### config.mk
export PLATFORM = sky130hd
export DESIGN_NAME = clk_enable_gen
export DESIGN_NICKNAME = d
export VERILOG_FILES = /design/src/rtl/clk_enable_gen.sv
export SDC_FILE = /design/constraint.sdc
export NUM_CORES = 1
export LEC_CHECK = 0
export ABC_CLOCK_PERIOD_IN_PS = 3360
export CORE_ASPECT_RATIO = 1.1
export CORE_MARGIN = 4
export CORE_UTILIZATION = 54
export DETAILED_ROUTE_END_ITERATION = 10
export PLACE_DENSITY = 0.75
export SLEW_MARGIN = 20
export SYNTH_ARGS = -nofsm -noshare
export SYNTH_HDL_FRONTEND = slang
export SYNTH_SLANG_ARGS = --single-unit
### constraint.sdc
create_clock -name clk -period 3.36 [get_ports clk]
set_input_delay 1.008 -clock clk [delete_from_list [all_inputs] [get_ports clk]]
set_output_delay 1.008 -clock clk [all_outputs]
set_load 0.02 [all_outputs]
### src/rtl/clk_enable_gen.sv
// Multi-channel clock-enable generator: per-channel divisors with turbo scaling,
// pause/single-step debug control, phase resync and a channel-0 enable counter.
module clk_enable_gen #(
  parameter int unsigned           NUM_CHANNELS = 2,
  parameter int unsigned           DIV_WIDTH    = 12,
  parameter logic [DIV_WIDTH-1:0]  DEFAULT_DIV  = 12'hBF4,
  parameter int unsigned           COUNT_WIDTH  = 32
) (
  input  logic                    clk,
  input  logic                    reset,
  input  logic                    div_wr,
  input  logic [2:0]              div_wr_ch,
  input  logic [DIV_WIDTH-1:0]    div_wr_value,
  input  logic [1:0]              turbo,
  input  logic                    pause,
  input  logic                    step_req,
  input  logic                    resync,
  output logic [NUM_CHANNELS-1:0] clk_en,
  output logic                    step_done,
  output logic                    halted,
  output logic [COUNT_WIDTH-1:0]  en_count
);

  typedef enum logic [1:0] {
    ST_RUN,
    ST_HALT,
    ST_STEP
  } state_t;

  state_t                 state_q, state_d;
  logic [DIV_WIDTH-1:0]   div_q  [NUM_CHANNELS];
  logic [DIV_WIDTH-1:0]   div_nx [NUM_CHANNELS];
  logic [DIV_WIDTH-1:0]   cnt_q  [NUM_CHANNELS];
  logic                   running;
  logic                   step_done_q;
  logic [COUNT_WIDTH-1:0] en_count_q;

  // Reload value E-1 with E = max(d >> t, 1); a zero period collapses to 1.
  function automatic logic [DIV_WIDTH-1:0] reload_of(input logic [DIV_WIDTH-1:0] d,
                                                     input logic [1:0]           t);
    logic [DIV_WIDTH-1:0] e;
    e = d >> t;
    if (e == '0) return '0;
    return e - 1'b1;
  endfunction

  assign running = (state_q != ST_HALT);

  always_comb begin
    clk_en = '0;
    for (int unsigned i = 0; i < NUM_CHANNELS; i++) begin
      div_nx[i] = (div_wr && (div_wr_ch == 3'(i))) ? div_wr_value : div_q[i];
      clk_en[i] = running && (cnt_q[i] == '0) && !resync;
    end
  end

  // A plain reload uses the registered divisor so a write never alters the
  // period in flight; only resync picks up a same-cycle write.
  always_ff @(posedge clk or posedge reset) begin
    if (reset) begin
      for (int unsigned i = 0; i < NUM_CHANNELS; i++) begin
        div_q[i] <= DEFAULT_DIV;
        cnt_q[i] <= DEFAULT_DIV - 1'b1;
      end
    end else begin
      for (int unsigned i = 0; i < NUM_CHANNELS; i++) begin
        div_q[i] <= div_nx[i];
        if (resync)
          cnt_q[i] <= reload_of(div_nx[i], turbo);
        else if (running)
          cnt_q[i] <= (cnt_q[i] == '0) ? reload_of(div_q[i], turbo) : cnt_q[i] - 1'b1;
      end
    end
  end

  always_comb begin
    state_d = state_q;
    case (state_q)
      ST_RUN:  if (pause) state_d = ST_HALT;
      ST_HALT: begin
        if (!pause)        state_d = ST_RUN;
        else if (step_req) state_d = ST_STEP;
      end
      ST_STEP: if (clk_en[0]) state_d = ST_HALT;
      default: state_d = ST_RUN;
    endcase
  end

  always_ff @(posedge clk or posedge reset) begin
    if (reset) begin
      state_q     <= ST_RUN;
      step_done_q <= 1'b0;
      en_count_q  <= '0;
    end else begin
      state_q     <= state_d;
      step_done_q <= (state_q == ST_STEP) && clk_en[0];
      en_count_q  <= en_count_q + COUNT_WIDTH'(clk_en[0]);
    end
  end

  assign step_done = step_done_q;
  assign halted    = (state_q == ST_HALT);
  assign en_count  = en_count_q;

endmodule

-- After elaboration in Yosys (flattened, before gate mapping)
Index checks and enable logic that the tools add are counted.
- bits in registers: 83
- output and inout bits: 36
- logic and storage cells: 74
- $add $sub $neg: 7
- equal/unequal tests: 7
- shifts and indexed selects: 4
- mux-type cells: 31
- reductions and logical operators: 18
- operators by type and width (cell ; count):
    $mux W12 ; 16
    $logic_not A12 Y1 ; 6
    $sub A12 B1 Y12 const B ; 6
    $shr A12 B2 Y12 ; 4
    $add A32 B1 Y32 ; 1
    $mux W1 ; 10
    $mux W2 ; 4
    $logic_and A1 B1 Y1 ; 7
    $pmux W2 S3 ; 1
    $ne A2 B2 Y1 const B ; 2
    $eq A3 B1 Y1 const B ; 1
    $logic_not A3 Y1 ; 1
    $ne A3 B3 Y1 const B ; 1
    $reduce_and A3 Y1 ; 1
    $eq A2 B1 Y1 const B ; 1
    $eq A2 B2 Y1 const B ; 1
    $logic_not A2 Y1 ; 1
    $ne A2 B1 Y1 const B ; 1
    $reduce_bool A2 Y1 ; 1
    $logic_not A1 Y1 ; 1

-- Logic depth before layout (Yosys ltp)
Gate-level depths: netlist (run 1).
- depth after elaboration: 9
- mapped depth: 15
- depth with buffers taken out: 13

-- Worst setup path before layout (run 1)
Ideal clock, no wire load.
- path type: input-to-reg
- start point: input port turbo[0]
- end point: register cnt_q[22] (netlist bit)
- library setup time: 0.087 ns
- arrival: 4.017 ns
- required time: 3.273 ns
- setup slack: -0.743 ns
- cell stages on the path: 12
- cell sequence: buf_1 -> clkbuf_1 -> clkbuf_1 -> clkbuf_1 -> mux2i_1 -> ha_1 -> inv_1 -> or4_4 -> nor4_4 -> nand3_1 -> and4_1 -> a211oi_2
- cells in the longest elaborated chain, start to end: 9
- elaborated cells on any way between the ends: 16
- ends and longest elaborated chain (element ; line ; source):
    start: declaration ; 14 ; input logic [1:0] turbo,
    branches (longest 8 deep; another with $sub A12 B1 Y12) ; n/a ;
    $mux W12 (*) ; 68 ; if (resync)
    end signal: indexed assignment ; 63 ; cnt_q[i] <= DEFAULT_DIV - 1'b1;
    end signal: indexed assignment ; 69 ; cnt_q[i] <= reload_of(div_nx[i], turbo);
    end signal: indexed assignment ; 71 ; cnt_q[i] <= (cnt_q[i] == '0) ? reload_of(div_q[i], turbo) : cnt_q[i] - 1'b1;
    end: declaration ; 33 ; logic [DIV_WIDTH-1:0] cnt_q [NUM_CHANNELS];
Every way passes the cells marked *. The select of a mux whose other input is x is not followed.
A chain may end at the register's enable or synchronous reset.

-- Final worst setup path (run 1)
- start point: input port div_wr_ch[1]
- end point: register cnt_q[20] (netlist bit)
- cells in the longest elaborated chain, start to end: 9
- elaborated cells on any way between the ends: 10
- ends and longest elaborated chain (element ; line ; source):
    start: declaration ; 12 ; input logic [2:0] div_wr_ch,
    $logic_not A3 Y1 (*) ; 52 ; div_nx[i] = (div_wr && (div_wr_ch == 3'(i))) ? div_wr_value : div_q[i];
    $logic_and A1 B1 Y1 (*) ; 52 ;
    $mux W12 (*) ; 52 ;
    $shr A12 B2 Y12 (*) ; 42 ; e = d >> t;
    branches (longest 3 deep; another with $sub A12 B1 Y12) ; n/a ;
    $mux W12 (*) ; 44 ; return e - 1'b1;
    $mux W12 (*) ; 68 ;
Marks and branches as above.

==> run metrics, run 1 <==
minimum clock period after layout 3.38 ns; Max Cap Violations 0; Finished Layout Cells 1101; hold crit path type flop to flop; crit path kind input pin to flop; wire length per cell 19.8 um; Clock Tree Root clkbuf_16; hold path start en_count[31]; CTS sink count 83; hold slack 0.476 ns; synth warn 0; number of remaining DRC errors 0; Port Buf Inserts 58; Post-synth ARST share 100%; CTS tree done; number of global-route vias before repair 6695; Diodes inserted 0; #FFs+latches synth 83; P_leak 3.93 nW; Routed Antenna Nets 0; Distinct cells, synth 86; register area share after synthesis 29.9%; setup ws final -0.0226 ns; endpoints failing setup 1; WL final 21.8 mm; CTS Buf Count 9; Worst Max-Slew Pin Slew 0.488 ns; Hold Violations, Final 0; largest net degree at the start of global routing 84; worst-path fanout max 4; r2r startpoint cnt_q[16]; die area 15000 um^2; chip width 117 um; FMAX 296 MHz; vias per inst 6.28; CP required 3.64 ns; total I/O pin count 59; most frequent cells in the layout buf_4, nand2_1, dfrtp_1, xnor2_1, nor2_1; Gate Count Post-Synth 757; final non-filler cell area 9260 um^2; Remaining Overflow, GRT 0; Clk Latency, worst-skew pair 0.36 ns; Clock transition at path regs 0.07 ns; Pwr Density 527 nW/um^2; failing checks setup timing; Syn Nets 794; DR iter-0 viols 657; Syn Area/Cell 9.37 um^2; CP endpoint kind flop; filler instances 949; Critical Path AT 3.66 ns; Final Skew 0.00676 ns; GP Congestion 0.974; global-route wire length before repair 35.4 mm; fin util 72.6%; hpwl dp 16.2 mm; most common cell after layout, fill and taps aside buf_4; Post-Place Cells 1078; placed instance area 8860 um^2; setup_tns -0.0226 ns; Crit. Startpoint div_wr_ch[1]; drt first pass iters 5; Cell Area, Synth 7090 um^2; Core Region 12800 um^2; Worst Setup Start Kind input pin; fin crit share 101%; via count 6910; RSZ-0062 raised after global routing yes; H-tree depth 3; share of layout cells above drive strength 1 32.2%; Area Overhead vs Synth 30.5%; Worst VDD drop 0.375 mV; antenna violations before repair 0; Initial Utilization 55.6%; All-Layer GR Usage 29.8%; slew margin rel. 67.5%; row count 43; Die H 128 um; nets@finish 976; status complete, but fails checks; Max Transition Viols Final 0; Primary FF master, synth dfrtp_1; clock buffer depth 2; number of synthesized flops with an enable pin 0
[worst paths after layout]
kind                           endpoint  slack (ns)  cells past startpoint
setup / recovery              cnt_q[20]       -0.02                     13
hold / removal             en_count[31]        0.48                      1
setup reg to reg           en_count[24]        0.24                     13
hold reg to reg            en_count[31]        0.48                      1
max in group asynchronous     div_q[11]        1.92                      3
min in group asynchronous  en_count[21]        1.07                      3
[synth_stat cells (7+ instances only)]
cell / count / area [um^2]
and3_1: 11 / 68.8
mux2_2: 28 / 315
buf_2: 12 / 60.1
inv_1: 13 / 48.8
o21ai_0: 24 / 120
nand4_1: 12 / 75.1
ha_1: 14 / 175
xor2_1: 26 / 228
nand2_1: 83 / 312
a21oi_1: 32 / 160
dfrtp_1: 49 / 1230
dfstp_2: 34 / 893
nor4_1: 13 / 81.3
xnor2_1: 47 / 412
nand3_1: 23 / 115
a211oi_1: 10 / 75.1
mux4_2: 18 / 405
nor3_1: 27 / 135
o22ai_1: 14 / 87.6
nor2_1: 49 / 184
o21a_1: 7 / 52.6
clkbuf_1: 24 / 90.1
mux2i_1: 36 / 360
o211ai_1: 7 / 52.6
[worst max-delay path: stages]
cell	delay, ns
buf_6	0.10
nor4b_4	0.25
buf_4	0.18
mux4_2	0.38
mux2i_2	0.24
ha_2	0.21
inv_2	0.04
or4_4	0.52
buf_12	0.16
o41ai_4	0.19
o22ai_1	0.12
a31oi_1	0.16
o22ai_1	0.10
[cells by family (layout without fill, tap and decap cells)]
family                   after synthesis  after routing  share of synthesized area (%)
AND/OR/NAND/NOR                      271            271                           19.9
AO/OA/AOI/OAI                        167            167                           17.3
multiplexers                          88             88                           17.5
XOR/XNOR                              73             73                           9.01
buffers and inverters                 61            248                           3.99
flip-flops                            83             83                           29.9
adder cells (fa/ha/maj)               14             14                           2.47
[state kept, by name, indices dropped and copies added (netlist names)]
name	cells
step_done	1
div_q	24
state_q	2
en_count	32
cnt_q	24
[area by class of cell]
type / count / area, um^2 / area share [%]
clock buffer: 9 / 225 / 2.43
multi-input combinational: 613 / 4780 / 51.7
sequential: 83 / 2120 / 22.9
timing repair buffer: 217 / 1800 / 19.4
inverter: 15 / 65.1 / 0.703
clock inverter: 7 / 66.3 / 0.717
tap: 157 / 196 / 2.12
[layer usage]
metal | routed length [um] | GRT usage (%) | vias to the layer above
li1 | - | - | 3229
met1 | 9870 | 44.3 | 3402
met2 | 10200 | 44.1 | 251
met3 | 1360 | 4.96 | 28
met4 | 360 | 9.38 | 0
met5 | 0 | 0 | -
[through the flow]
| step | total power [W] | setup WS, ns |
|---|---|---|
| floorplan | 0.00288 | -0.331 |
| global placement | 0.00370 | -0.581 |
| detailed placement | 0.00378 | -0.759 |
| CTS | 0.00481 | -0.0314 |
| global route | 0.00517 | -0.110 |
| finish | 0.00488 | -0.0226 |
[what timing repair did]
item                       in CTS  in global routing
pin swaps                       9                  9
resized for setup              24                 19
hold buffers                    0                  0
setup buffers                   5                  3
gates cloned                    0                  0
hold endpoints to repair        0                  0
setup endpoints to repair      23                 24
[power by group]
group | total (W) | switching (W) | internal, W
combinational | 0.00234 | 0.00118 | 0.00117
sequential | 0.00154 | 0.000275 | 0.00127
clock | 0.000997 | 0.000475 | 0.000522
total | 0.00488 | 0.00193 | 0.00295
(Power assumes the default switching activity.)
==> run 2: changes to the inputs <==
--- a/config.mk
+++ b/config.mk
@@ -10,6 +10,7 @@
 export CORE_MARGIN = 4
 export CORE_UTILIZATION = 54
 export DETAILED_ROUTE_END_ITERATION = 10
+export HOLD_SLACK_MARGIN = 0.08
 export PLACE_DENSITY = 0.75
 export SLEW_MARGIN = 20
 export SYNTH_ARGS = -nofsm -noshare
==> results of run 2 <==
No change in the layout: final DEF, timing and power equal those of run 1.
